**src/rtl/uart_pkg.sv**
```systemverilog
// Shared types and constants for the UART transmitter.
package uart_pkg;

  typedef enum logic [2:0] {
    StIdle,
    StStart,
    StData,
    StParity,
    StStop
  } uart_state_e;

  localparam int unsigned PARITY_NONE = 0;
  localparam int unsigned PARITY_ODD  = 1;
  localparam int unsigned PARITY_EVEN = 2;

  // Parity bit for a data word; odd mode inverts the plain XOR.
  function automatic logic parity_bit(input logic [7:0] data, input int unsigned mode);
    return (^data) ^ (mode == PARITY_ODD);
  endfunction

endpackage

```
**src/rtl/uart_byte_fifo.sv**
```systemverilog
// Synchronous FIFO with occupancy count; combinational read of the head entry.
module uart_byte_fifo #(
  parameter int unsigned Width = 8,
  parameter int unsigned Depth = 16
) (
  input  logic                   clk_i,
  input  logic                   rst_i,
  input  logic [Width-1:0]       wr_data_i,
  input  logic                   wr_valid_i,
  output logic                   wr_ready_o,
  input  logic                   rd_en_i,
  output logic [Width-1:0]       rd_data_o,
  output logic [$clog2(Depth):0] count_o
);

  localparam int unsigned PtrW = $clog2(Depth);
  localparam int unsigned CntW = PtrW + 1;
  localparam logic [CntW-1:0] Full = CntW'(Depth);

  logic [Width-1:0] mem_q [Depth];
  logic [PtrW-1:0]  wr_ptr_q, wr_ptr_d, rd_ptr_q, rd_ptr_d;
  logic [CntW-1:0]  count_q, count_d;
  logic             push, pop;

  // Handshakes, pointer advance (wraps modulo Depth) and occupancy update.
  always_comb begin
    push     = wr_valid_i && (count_q != Full);
    pop      = rd_en_i && (count_q != '0);
    wr_ptr_d = push ? wr_ptr_q + 1'b1 : wr_ptr_q;
    rd_ptr_d = pop ? rd_ptr_q + 1'b1 : rd_ptr_q;
    count_d  = count_q;
    if (push && !pop) begin
      count_d = count_q + 1'b1;
    end else if (pop && !push) begin
      count_d = count_q - 1'b1;
    end
  end

  // Pointer and count registers.
  always_ff @(posedge clk_i) begin
    if (rst_i) begin
      wr_ptr_q <= '0;
      rd_ptr_q <= '0;
      count_q  <= '0;
    end else begin
      wr_ptr_q <= wr_ptr_d;
      rd_ptr_q <= rd_ptr_d;
      count_q  <= count_d;
    end
  end

  // Storage array; contents need no reset since count gates every read.
  always_ff @(posedge clk_i) begin
    if (push) begin
      mem_q[wr_ptr_q] <= wr_data_i;
    end
  end

  assign wr_ready_o = (count_q != Full);
  assign rd_data_o  = mem_q[rd_ptr_q];
  assign count_o    = count_q;

endmodule

```
**src/rtl/uart_tx_fifo.sv**
```systemverilog
// UART transmitter fed by a byte FIFO; frames are sent back to back while data is queued.
module uart_tx_fifo
  import uart_pkg::*;
#(
  parameter int unsigned CLKS_PER_BIT = 234,
  parameter int unsigned DATA_BITS    = 8,
  parameter int unsigned PARITY       = 0,
  parameter int unsigned STOP_BITS    = 1,
  parameter int unsigned FIFO_DEPTH   = 16
) (
  input  logic                        clk,
  input  logic                        rst,
  input  logic [DATA_BITS-1:0]        in_data,
  input  logic                        in_valid,
  output logic                        in_ready,
  output logic                        uart_tx,
  output logic                        busy,
  output logic                        tx_done,
  output logic [$clog2(FIFO_DEPTH):0] fifo_count
);

  localparam int unsigned CntW = $clog2(CLKS_PER_BIT);
  localparam logic [CntW-1:0] CntMax = CntW'(CLKS_PER_BIT - 1);
  localparam logic [2:0] IdxMax = 3'(DATA_BITS - 1);
  localparam logic StopMax = 1'(STOP_BITS - 1);

  uart_state_e          state_q, state_d;
  logic [CntW-1:0]      cnt_q, cnt_d;
  logic [2:0]           idx_q, idx_d;
  logic                 stop_q, stop_d;
  logic [DATA_BITS-1:0] shift_q, shift_d;
  logic                 par_q, par_d;
  logic                 tx_q, tx_d;
  logic                 done_q, done_d;
  logic                 pop, load, bit_end, fifo_empty;
  logic [DATA_BITS-1:0] fifo_data;

  uart_byte_fifo #(
    .Width (DATA_BITS),
    .Depth (FIFO_DEPTH)
  ) u_fifo (
    .clk_i      (clk),
    .rst_i      (rst),
    .wr_data_i  (in_data),
    .wr_valid_i (in_valid),
    .wr_ready_o (in_ready),
    .rd_en_i    (pop),
    .rd_data_o  (fifo_data),
    .count_o    (fifo_count)
  );

  assign fifo_empty = (fifo_count == '0);

  // Frame sequencing; the line level is derived from the next state so uart_tx is registered.
  always_comb begin
    state_d = state_q;
    cnt_d   = cnt_q;
    idx_d   = idx_q;
    stop_d  = stop_q;
    shift_d = shift_q;
    par_d   = par_q;
    done_d  = 1'b0;
    load    = 1'b0;
    bit_end = (cnt_q == CntMax);

    if (state_q != StIdle) begin
      cnt_d = bit_end ? '0 : cnt_q + 1'b1;
    end

    unique case (state_q)
      StIdle: begin
        if (!fifo_empty) load = 1'b1;
      end
      StStart: begin
        if (bit_end) begin
          state_d = StData;
          idx_d   = '0;
        end
      end
      StData: begin
        if (bit_end) begin
          if (idx_q == IdxMax) begin
            state_d = (PARITY == PARITY_NONE) ? StStop : StParity;
            stop_d  = 1'b0;
          end else begin
            idx_d   = idx_q + 1'b1;
            shift_d = shift_q >> 1;
          end
        end
      end
      StParity: begin
        if (bit_end) begin
          state_d = StStop;
          stop_d  = 1'b0;
        end
      end
      StStop: begin
        if (bit_end) begin
          if (stop_q == StopMax) begin
            done_d = 1'b1;
            if (!fifo_empty) load = 1'b1;
            else state_d = StIdle;
          end else begin
            stop_d = 1'b1;
          end
        end
      end
      default: state_d = StIdle;
    endcase

    // Pop the head and start a new frame on the same edge.
    if (load) begin
      state_d = StStart;
      cnt_d   = '0;
      shift_d = fifo_data;
      par_d   = parity_bit(8'(fifo_data), PARITY);
    end
    pop = load;

    tx_d = 1'b1;
    unique case (state_d)
      StStart:  tx_d = 1'b0;
      StData:   tx_d = shift_d[0];
      StParity: tx_d = par_d;
      default:  tx_d = 1'b1;
    endcase
  end

  // State, counters and registered line outputs.
  always_ff @(posedge clk) begin
    if (rst) begin
      state_q <= StIdle;
      cnt_q   <= '0;
      idx_q   <= '0;
      stop_q  <= 1'b0;
      shift_q <= '0;
      par_q   <= 1'b0;
      tx_q    <= 1'b1;
      done_q  <= 1'b0;
    end else begin
      state_q <= state_d;
      cnt_q   <= cnt_d;
      idx_q   <= idx_d;
      stop_q  <= stop_d;
      shift_q <= shift_d;
      par_q   <= par_d;
      tx_q    <= tx_d;
      done_q  <= done_d;
    end
  end

  assign uart_tx = tx_q;
  assign busy    = (state_q != StIdle);
  assign tx_done = done_q;

endmodule

```
**config.mk**
```make
export PLATFORM = sky130hd
export DESIGN_NAME = uart_tx_fifo
export DESIGN_NICKNAME = d
export VERILOG_FILES = /design/src/rtl/uart_pkg.sv /design/src/rtl/uart_byte_fifo.sv /design/src/rtl/uart_tx_fifo.sv
export SDC_FILE = /design/constraint.sdc
export NUM_CORES = 1
export LEC_CHECK = 0
export BUFFER_PORTS_ARGS = -buffer_cell sky130_fd_sc_hd__buf_2
export CAP_MARGIN = 20
export CORE_MARGIN = 2
export CORE_UTILIZATION = 45
export CTS_BUF_LIST = sky130_fd_sc_hd__clkbuf_16
export DETAILED_ROUTE_END_ITERATION = 7
export GPL_TIMING_DRIVEN = 0
export SLEW_MARGIN = 20
export SYNTH_ARGS = -nofsm -noshare
export SYNTH_HDL_FRONTEND = slang
export SYNTH_SLANG_ARGS = --single-unit
```
**constraint.sdc**
```tcl
create_clock -name clk -period 7.1 [get_ports clk]
set_clock_uncertainty 0.2 [all_clocks]
set_input_delay 0.71 -clock clk [delete_from_list [all_inputs] [get_ports clk]]
set_output_delay 0.71 -clock clk [all_outputs]
set_load 0.02 [all_outputs]
```
# Word level (Yosys, flattened, before mapping)
# Memories as Yosys holds them, arrays and structs flattened. A register that Yosys moved wholly into a read port is not among the register bits.
# Index checks and enable logic that the tools add are counted.
totals:
  elab_cells: 96
  mem_bits_rw: 128
  regBits: 39
  output_inout_bits: 9
  memories: 1
op_classes:
  n_reduce_logical: 21
  eq_ne: 17
  n_addsub: 6
  muxes: 37
  n_bitwise: 2
mem_list:
  columns: ["memory", "words", "word_bits", "rd", "rd_clocked_by_memory_dff", "wr", "line_no", "text"]
  rows:
  - ["u_fifo.mem_q", 16, 8, 1, 1, 1, "uart_byte_fifo.sv:20", "logic [Width-1:0] mem_q [Depth];"]
ops:
  columns: ["operator", "n"]
  rows:
  - ["two-way mux 8 bit", 5]
  - ["two-way mux 3 bit", 11]
  - ["one-hot mux 3 bit (5 select lines)", 1]
  - ["equality test 3 x 2 -> 1 bit (second input constant)", 4]
  - ["two-way mux 1 bit", 12]
  - ["inequality test 2 bit (second input constant)", 6]
  - ["two-way mux 5 bit", 2]
  - ["adder 4 x 1 -> 4 bit (second input constant)", 2]
  - ["adder 8 x 1 -> 8 bit (second input constant)", 1]
  - ["equality test 8 bit (second input constant)", 1]
  - ["two-way mux 4 bit", 2]
  - ["nonzero test 2 bit", 4]
  - ["parity 8 bit", 1]
  - ["equality test 3 x 1 -> 1 bit (second input constant)", 2]
  - ["equality test 3 bit (second input constant)", 2]
  - ["one-hot mux 1 bit (3 select lines)", 2]
  - ["one-hot mux 3 bit (2 select lines)", 1]
  - ["nonzero test 3 bit", 2]
  - ["adder 5 x 1 -> 5 bit (second input constant)", 1]
  - ["logical NOT 5 bit", 1]
  - ["inequality test 5 bit (second input constant)", 1]
  - ["AND reduction 5 bit", 1]
  - ["nonzero test 5 bit", 1]
  - ["subtractor 5 x 1 -> 5 bit (second input constant)", 1]
  - ["other kinds (11)", 16]

# Logic depth before layout (Yosys ltp)
# Gate-level depths: netlist of the first run.
depth:
  word_depth: 9
  mapped_depth: 16
  depth_no_buf: 15

# Cells and area by module
# From an unflattened synthesis of the first run, not the netlist that was laid out.
hier_totals:
  cells_unflattened: 448
  hier_area_um2: 7079.3
modules_own_cells:
  columns: ["mod", "cells_each", "seq_area_each_um2", "instances", "area_per_inst_um2"]
  rows:
  - ["uart_byte_fifo", 310, 4184.0, 1, 5758.0]
  - ["uart_tx_fifo", 138, 500.5, 1, 1321.3]

# Least setup slack after synthesis of the first run
# No wires, ideal clock.
synth_timing:
  path_kind: "reg-to-reg"
  start: "register cnt_q[0]"
  end: "register u_fifo.count_q[4], in the netlist u_fifo.count_o[4]"
  slack_ns: 3.557
  stages_incl_launch_ff: 15
  setup_ns: 0.071
  arrival_ns: 3.273
  path_buffers: 1
  required_time_ns: 6.829
  period_less_slack_ns: 3.543
  cell_sequence: "dfxtp_1 > ha_1 > nand4_1 > or4b_4 > a2111oi_4 > inv_2 > buf_6 > ha_1 > inv_1 > ha_1 > a21o_1 > a21oi_1 > xnor2_1 > or3_1 > a21oi_1"
synth_between:
  elab_chain_cells: 7
synth_lines:
  columns: ["element", "line_no", "text"]
  rows:
  - ["start, declared", "uart_tx_fifo.sv:28", "logic [CntW-1:0] cnt_q, cnt_d;"]
  - ["start signal, assigned", "uart_tx_fifo.sv:142", "cnt_q <= cnt_d;"]
  - ["equality test 8 bit (*)", "uart_tx_fifo.sv:64", "bit_end = (cnt_q == CntMax);"]
  - ["two-way mux 1 bit (*)", "uart_tx_fifo.sv:98", "if (bit_end) begin"]
  - ["one-hot mux 1 bit (2 select lines) (*)", "uart_tx_fifo.sv:70", "unique case (state_q)"]
  - ["logical AND 1 bit (*)", "uart_byte_fifo.sv:28", "pop = rd_en_i && (count_q != '0);"]
  - ["logical NOT 1 bit", "uart_byte_fifo.sv:32", "if (push && !pop) begin"]
  - ["logical AND 1 bit", "uart_byte_fifo.sv:32", null]
  - ["two-way mux 5 bit or nonzero test 2 bit (tied branches)", null, null]
  - ["end signal, assigned", "uart_byte_fifo.sv:48", "count_q <= count_d;"]
  - ["end, declared", "uart_byte_fifo.sv:22", "logic [CntW-1:0] count_q, count_d;"]
# Every way passes the cells marked *; elsewhere a longest branch is shown, timed or not.
# A chain may end at the register's enable or synchronous reset.

# Worst setup path after layout of the first run
# Same ends and word-level chain as after synthesis.

==> results of run 1 <==
## per-stage QoR
step	utilization (%)	cells	setup WS [ns]	hold slack, ns
floorplan	-	449	3.56	0.260
global placement	48.2	655	3.26	0.274
detailed placement	48.4	655	3.21	0.291
CTS	52.3	687	3.18	0.303
global route	52.3	687	2.93	0.320
finish	52.3	687	3.19	0.298
## worst max-delay path: cells and delay by family (launching register included)
family | cells | cell delay (ns)
AOI/OAI and AO/OA | 4 | 0.99
xor gates and xnor gates | 1 | 0.09
adders and majority gates | 3 | 0.68
buffers and inverters | 3 | 0.53
DFF | 1 | 0.40
and+or+nand+nor | 3 | 0.96
## cells in the mapped netlist (all sizes together) (2+ instances only)
library cell and n:
edfxtp 128, nor2 51, dfxtp 42, mux4 32, nand2 29, a22oi 18, a21oi 15, buf 15
nor3 14, ha 13, xnor2 11, xor2 11, clkbuf 10, a211oi 8, inv 8, mux2i 8
nand4 5, nor4 4, nand2b 3, nor2b 3, o21ai 3, a21o 2, and2 2, and3 2
## final cells by class
class,instances,area (um2),area share [%]
Tap cell,188,235,2.96
Timing Repair Buffer,18,90.1,1.13
Clock buffer,17,425,5.35
Sequential cell,170,4680,58.9
Inverter,8,30.0,0.377
Multi-Input combinational cell,246,2150,27.0
Buffer,25,164,2.06
Clock inverter,15,176,2.22
## logic make-up (layout without fill, tap and decap cells)
group	after synthesis	after routing	share of synthesized area [%]
muxes	41	41	11.6
xor gates and xnor gates	22	22	2.75
DFF	170	170	66.8
buffers and inverters	33	83	2.77
and+or+nand+nor	119	119	7.87
AOI/OAI and AO/OA	50	50	5.59
adders and majority gates	14	14	2.61
## flip-flops by register name (all words and copies together) (netlist names), named ones only
register,count
state_q,3
u_fifo.rd_ptr_q,4
uart_tx,1
tx_done,1
idx_q,3
u_fifo.wr_ptr_q,4
cnt_q,8
u_fifo.mem_q,128
shift_q,8
par_q,1
u_fifo.count_o,5
## worst max-delay path by stage
stage,end,slack (ns),depth (start not counted)
2_1_floorplan,u_fifo.count_o[4]$_SDFFE_PP0P_,3.56,14
3_3_place_gp,u_fifo.count_o[4]$_SDFFE_PP0P_,3.26,14
3_5_place_dp,u_fifo.count_o[4]$_SDFFE_PP0P_,3.21,14
4_1_cts,u_fifo.count_o[4]$_SDFFE_PP0P_,3.18,14
5_1_grt,u_fifo.count_o[4]$_SDFFE_PP0P_,2.93,14
6_report,u_fifo.count_o[4]$_SDFFE_PP0P_,3.19,14
## power by group
group,switching [uW],total (uW),internal [uW],leakage [uW]
Sequential,41.9,1180,1140,0.00150
Combinational,428,789,362,0.000856
Clock,425,930,505,0.000293
## per-layer routing
metal | GRT usage [%] | up-vias | routed length, um
met5 | 0 | - | 0
met4 | 8.70 | 0 | 440
met3 | 4.20 | 24 | 399
met2 | 28.1 | 64 | 6520
met1 | 23.2 | 1870 | 6090
li1 | - | 1783 | -
==> results_dict.tcl, run 1 <==
set metrics [dict create \
    status "completed" \
    yosysTopAreaCell "edfxtp_1" \
    h-tree-depth 4 \
    worstHoldPathType "reg2reg" \
    power_uw 2900 \
    dpl.hpwl_um 8960 \
    critPathMostFrequentCell "ha_1" \
    cts_tree "yes" \
    yosysSeqAreaShare_pct 66.8 \
    die_w_um 129 \
    clk_latency_ns 0.42 \
    cts.clk_slew.worst_paths_ns 0.07 \
    io_buffers 18 \
    worstPathMaxFanout 10 \
    cpPeakStageDelay_ns 0.54 \
    rsz0062_at_grt "false" \
    gr-total-overflow 0 \
    cp-start-kind "flip-flop" \
    yosysTopAreaCellShare_pct 54.8 \
    yosysUniqueCellTypes 44 \
    rr_worst_depth 14 \
    synth_seq_cells 170 \
    first_global_vias 3886 \
    crit_start "cnt_q[0]$_SDFFE_PP0P_" \
    synth_area_leaders "edfxtp_1 (55%), dfxtp_1 (12%), mux4_2 (10%)" \
    endpoint_kind "flip-flop" \
    grtUsageTotal_pct 17.7 \
    die_area_um2 16600 \
    core_area_um2 15200 \
    wl_per_cell_um 19.6 \
    synth_warnings 0 \
    r2r-start "cnt_q[0]$_SDFFE_PP0P_" \
    period_needed_ns 3.91 \
    num_rows 45 \
    drcViolationCount 0 \
    slew_violations 0 \
    drive_above_1_share_pct 22.4 \
    n_antenna_cell 0 \
    min-delay-start "shift_q[7]$_SDFFE_PP0P_" \
    layout_common_cells "edfxtp_1 (128), nor2_1 (51), dfxtp_1 (42)" \
    min_to "shift_q[7]$_SDFFE_PP0P_" \
    hold_path_depth 2 \
    drt_wl_total_um 13500 \
    ir_drop_uv 210 \
    gp_congestion 0.813 \
    num_vias 3741 \
    cts.sinks 170 \
    initial_utilization_pct 46.1 \
    stdcell_area_um2 7960 \
    antenna_found_initial 0 \
    ctsHoldBuffers 0 \
    setup_viol 0 \
    numCtsBuffers 17 \
    crit_slowest_cell "or4b_4" \
    synth_edf_count 128 \
    drv_cap 0 \
    fin_crit_sh_pct 55.1 \
    crit_type "reg2reg" \
    grt_pass1_wl_um 21300 \
    detail-route-antenna-nets 0 \
    grt_max_degree 19 \
    worstPathRequired_ns 7.26 \
    postCtsResizedCells 0 \
    root_buffer "clkbuf_16" \
    layout_commonest_cell "edfxtp_1" \
    max_freq_ghz 0.256 \
    placed_area_um2 7350 \
    rr_endpoint "u_fifo.count_o[4]$_SDFFE_PP0P_" \
    syn2layout_area_growth_pct 13.5 \
    die_h_um 129 \
    avgSynthCellArea_um2 15.6 \
    io_pins 20 \
    slew_headroom_pct 44.9 \
    p_leak_uw 0.00265 \
    ys.flop_type "edfxtp_1" \
    async_flop_share_pct 0 \
    crit_arrival_ns 4.07 \
    finalHoldViolCount 0 \
    power_density_nw_per_um2 365 \
    clockBufferDepth 2 \
    drt_iter0_drc 275 \
    syn_nets 474 \
    nets 511 \
    fin_tns_setup_ns 0 \
    tightest_slew_ns 0.823 \
    path_cells "ha_1 > nand4_1 > or4b_4 > a2111oi_4 > inv_2 > buf_6 > ha_1 > inv_1 > ha_1 > a21o_1 > a21oi_1 > xnor2_1 > or3_1 > a21oi_1" \
    fill_cells 1261 \
    synth_area_um2 7010 \
    rrSetupSlack_ns 3.19 \
    avgViaCountPerCell 5.45 \
    syn-instance-count 449 \
    drt_pass1_iterations 4 \
    cts_setup_buffers 0 \
]
Note: power is estimated with default switching activity, not from simulation.
==> inputs of run 2 (changes only) <==
==> constraint.sdc (replaced) <==
create_clock -name clk -period 4 [get_ports clk]
set_clock_uncertainty 0.2 [all_clocks]
set_input_delay 0.4 -clock clk [delete_from_list [all_inputs] [get_ports clk]]
set_output_delay 0.4 -clock clk [all_outputs]
set_load 0.02 [all_outputs]
==> run 2 against run 1 <==
Compared with the run above: critical path depth is the same; hold slack lost 0.13 ns; fmax grew 4.2%; sequential power grew 78%; setup slack lost 2.9 ns; register-to-register slack lost 2.9 ns; first-iteration DRC count shrank 15%; design area grew 0.44%; via count grew 1.1%; sequential share of layout area shrank 0.26 points; sequential cell count is the same; critical path type unchanged; largest power group unchanged; highest routed layer unchanged.
==> results_dict.tcl, run 2 (synthesis gave the netlist of run 1 again) <==
set metrics [dict create \
    status "completed" \
    drive_above_1_share_pct 23.2 \
    gr-total-overflow 0 \
    dpl.hpwl_um 8960 \
    p_int_uw 3600 \
    worstPathMaxFanout 10 \
    endpoint_kind "flip-flop" \
    met1_usage_pct 23.2 \
    crit_type "reg2reg" \
    finalHoldViolCount 0 \
    place_worst_setup_slack_ns 0.110 \
    timing.final.ws_setup_ns 0.248 \
    critPathMostFrequentCell "ha_1" \
    cp_top_family "simple AND/OR/NAND/NOR gates" \
    utilization_pct 52.6 \
    swShare_pct 30.8 \
    drt_pass1_iterations 5 \
    root_buffer "clkbuf_16" \
    initial_utilization_pct 46.1 \
    clockBufferDepth 2 \
    drcViolationCount 0 \
    fin_crit_sh_pct 93.8 \
    die_area_um2 16600 \
    slew_violations 0 \
    io_buffers 18 \
    num_vias 3784 \
    numCtsBuffers 17 \
    slew_headroom_pct 44.7 \
    clk_latency_ns 0.43 \
    grtUsageTotal_pct 17.7 \
    cts_tree "yes" \
    path_buf_inv 3 \
    syn2layout_area_growth_pct 14.0 \
    cts_setup_buffers 0 \
    gp_congestion 0.813 \
    crit_slowest_cell "or4b_4" \
    p_switching_uw 1600 \
    cp-start-kind "flip-flop" \
    p_leak_uw 0.00267 \
    path_cells "ha_1 > nand4_1 > or4b_4 > a2111oi_4 > inv_2 > buf_6 > ha_1 > inv_1 > ha_1 > a21o_1 > a21oi_1 > xnor2_1 > or3_1 > a21oi_1" \
    min-delay-start "in_data[6]" \
    postCtsResizedCells 0 \
    crit_start "cnt_q[0]$_SDFFE_PP0P_" \
    use_met2_pct 28.1 \
    worstPathRequired_ns 4.16 \
    drt_wl_total_um 13500 \
    power_frac_comb_pct 27.8 \
    n_antenna_cell 0 \
    die_w_um 129 \
    p_clk_share_pct 31.8 \
    fin_cells 692 \
    ctsHoldBuffers 0 \
    max_freq_ghz 0.266 \
    regMostFlops "u_fifo.mem_q" \
    power_frac_seq_pct 40.4 \
    io_pins 20 \
    layout_common_cells "edfxtp_1 (128), nor2_1 (51), dfxtp_1 (42)" \
    cpPeakStageDelay_ns 0.54 \
    detail-route-antenna-nets 0 \
    use_met3_pct 4.20 \
    die_h_um 129 \
    nets 516 \
    setup_viol 0 \
    wl_per_cell_um 19.6 \
    r2r-start "cnt_q[0]$_SDFFE_PP0P_" \
    num_rows 45 \
    worstHoldPathType "in2reg" \
    first_global_vias 3886 \
    layout_commonest_cell "edfxtp_1" \
    drv_cap 0 \
    avgViaCountPerCell 5.47 \
    power_density_nw_per_um2 651 \
    largest_register_ffs 128 \
    largestRegisters "u_fifo.mem_q: 128 flops, cnt_q: 8 flops, shift_q: 8 flops" \
    cts.clk_slew.worst_paths_ns 0.07 \
    hold_ws_ns 0.170 \
    cts.sinks 170 \
    period_needed_ns 3.75 \
    core_area_um2 15200 \
    h-tree-depth 4 \
    ir_drop_uv 373 \
    drt_iter0_drc 235 \
    dp_cells 655 \
    busiest_layer "met2" \
    tightest_slew_ns 0.827 \
    grt_pass1_wl_um 21300 \
    grt_max_degree 19 \
    antenna_found_initial 0 \
    crit_arrival_ns 3.92 \
]
-- run 2: worst reg2reg max path, stage by stage (launching register included) --
cell and delay, ns:
dfxtp_1 0.40, ha_1 0.17, nand4_1 0.12, or4b_4 0.54, a2111oi_4 0.40, inv_2 0.14
buf_6 0.18, ha_1 0.23, inv_1 0.14, ha_1 0.28, a21o_1 0.18, a21oi_1 0.19
xnor2_1 0.09, or3_1 0.30, a21oi_1 0.13
-- run 2: metal layers --
layer  routed length (um)  up-vias
li1                     -     1797
met1                 6000     1877
met2                 6590       89
met3                  556       21
met4                  388        0
met5                    0        -
-- run 2: stage by stage --
stage	cell area (um2)	TNS, ns	power (uW)
after floorplan	7010	0	3220
final	7990	0	5200
after detailed placement	7350	0	3560
after global placement	7330	0	3530
after CTS	7960	0	5210
after global routing	7990	-0.00353	5460
-- run 2: final timing paths --
| kind | depth (start not counted) | to | slack [ns] |
|---|---|---|---|
| max | 14 | u_fifo.count_o[4]$_SDFFE_PP0P_ | 0.25 |
| min | 1 | u_fifo.mem_q[15][6]$_DFFE_PP_ | 0.17 |
| max reg2reg | 14 | u_fifo.count_o[4]$_SDFFE_PP0P_ | 0.25 |
| min reg2reg | 2 | shift_q[7]$_SDFFE_PP0P_ | 0.30 |
-- run 2: cell type report --
type                       count  area, um2
inverter                       8       30.0
clock inverter                15        176
sequential                   170       4680
multi-input combinational    246       2150
tap                          188        235
timing repair inverter         1       5.00
buffer                        25        164
timing repair buffer          22        120
fill                        1260       7210
clock buffer                  17        425
-- run 2: power groups by stage --
stage / Combinational [uW] / Clock (uW) / Sequential (uW)
floorplan: 1070 / 0 / 2150
global placement: 1390 / 0 / 2140
detailed placement: 1420 / 0 / 2140
CTS: 1430 / 1680 / 2100
global route: 1590 / 1750 / 2120
finish: 1450 / 1650 / 2100
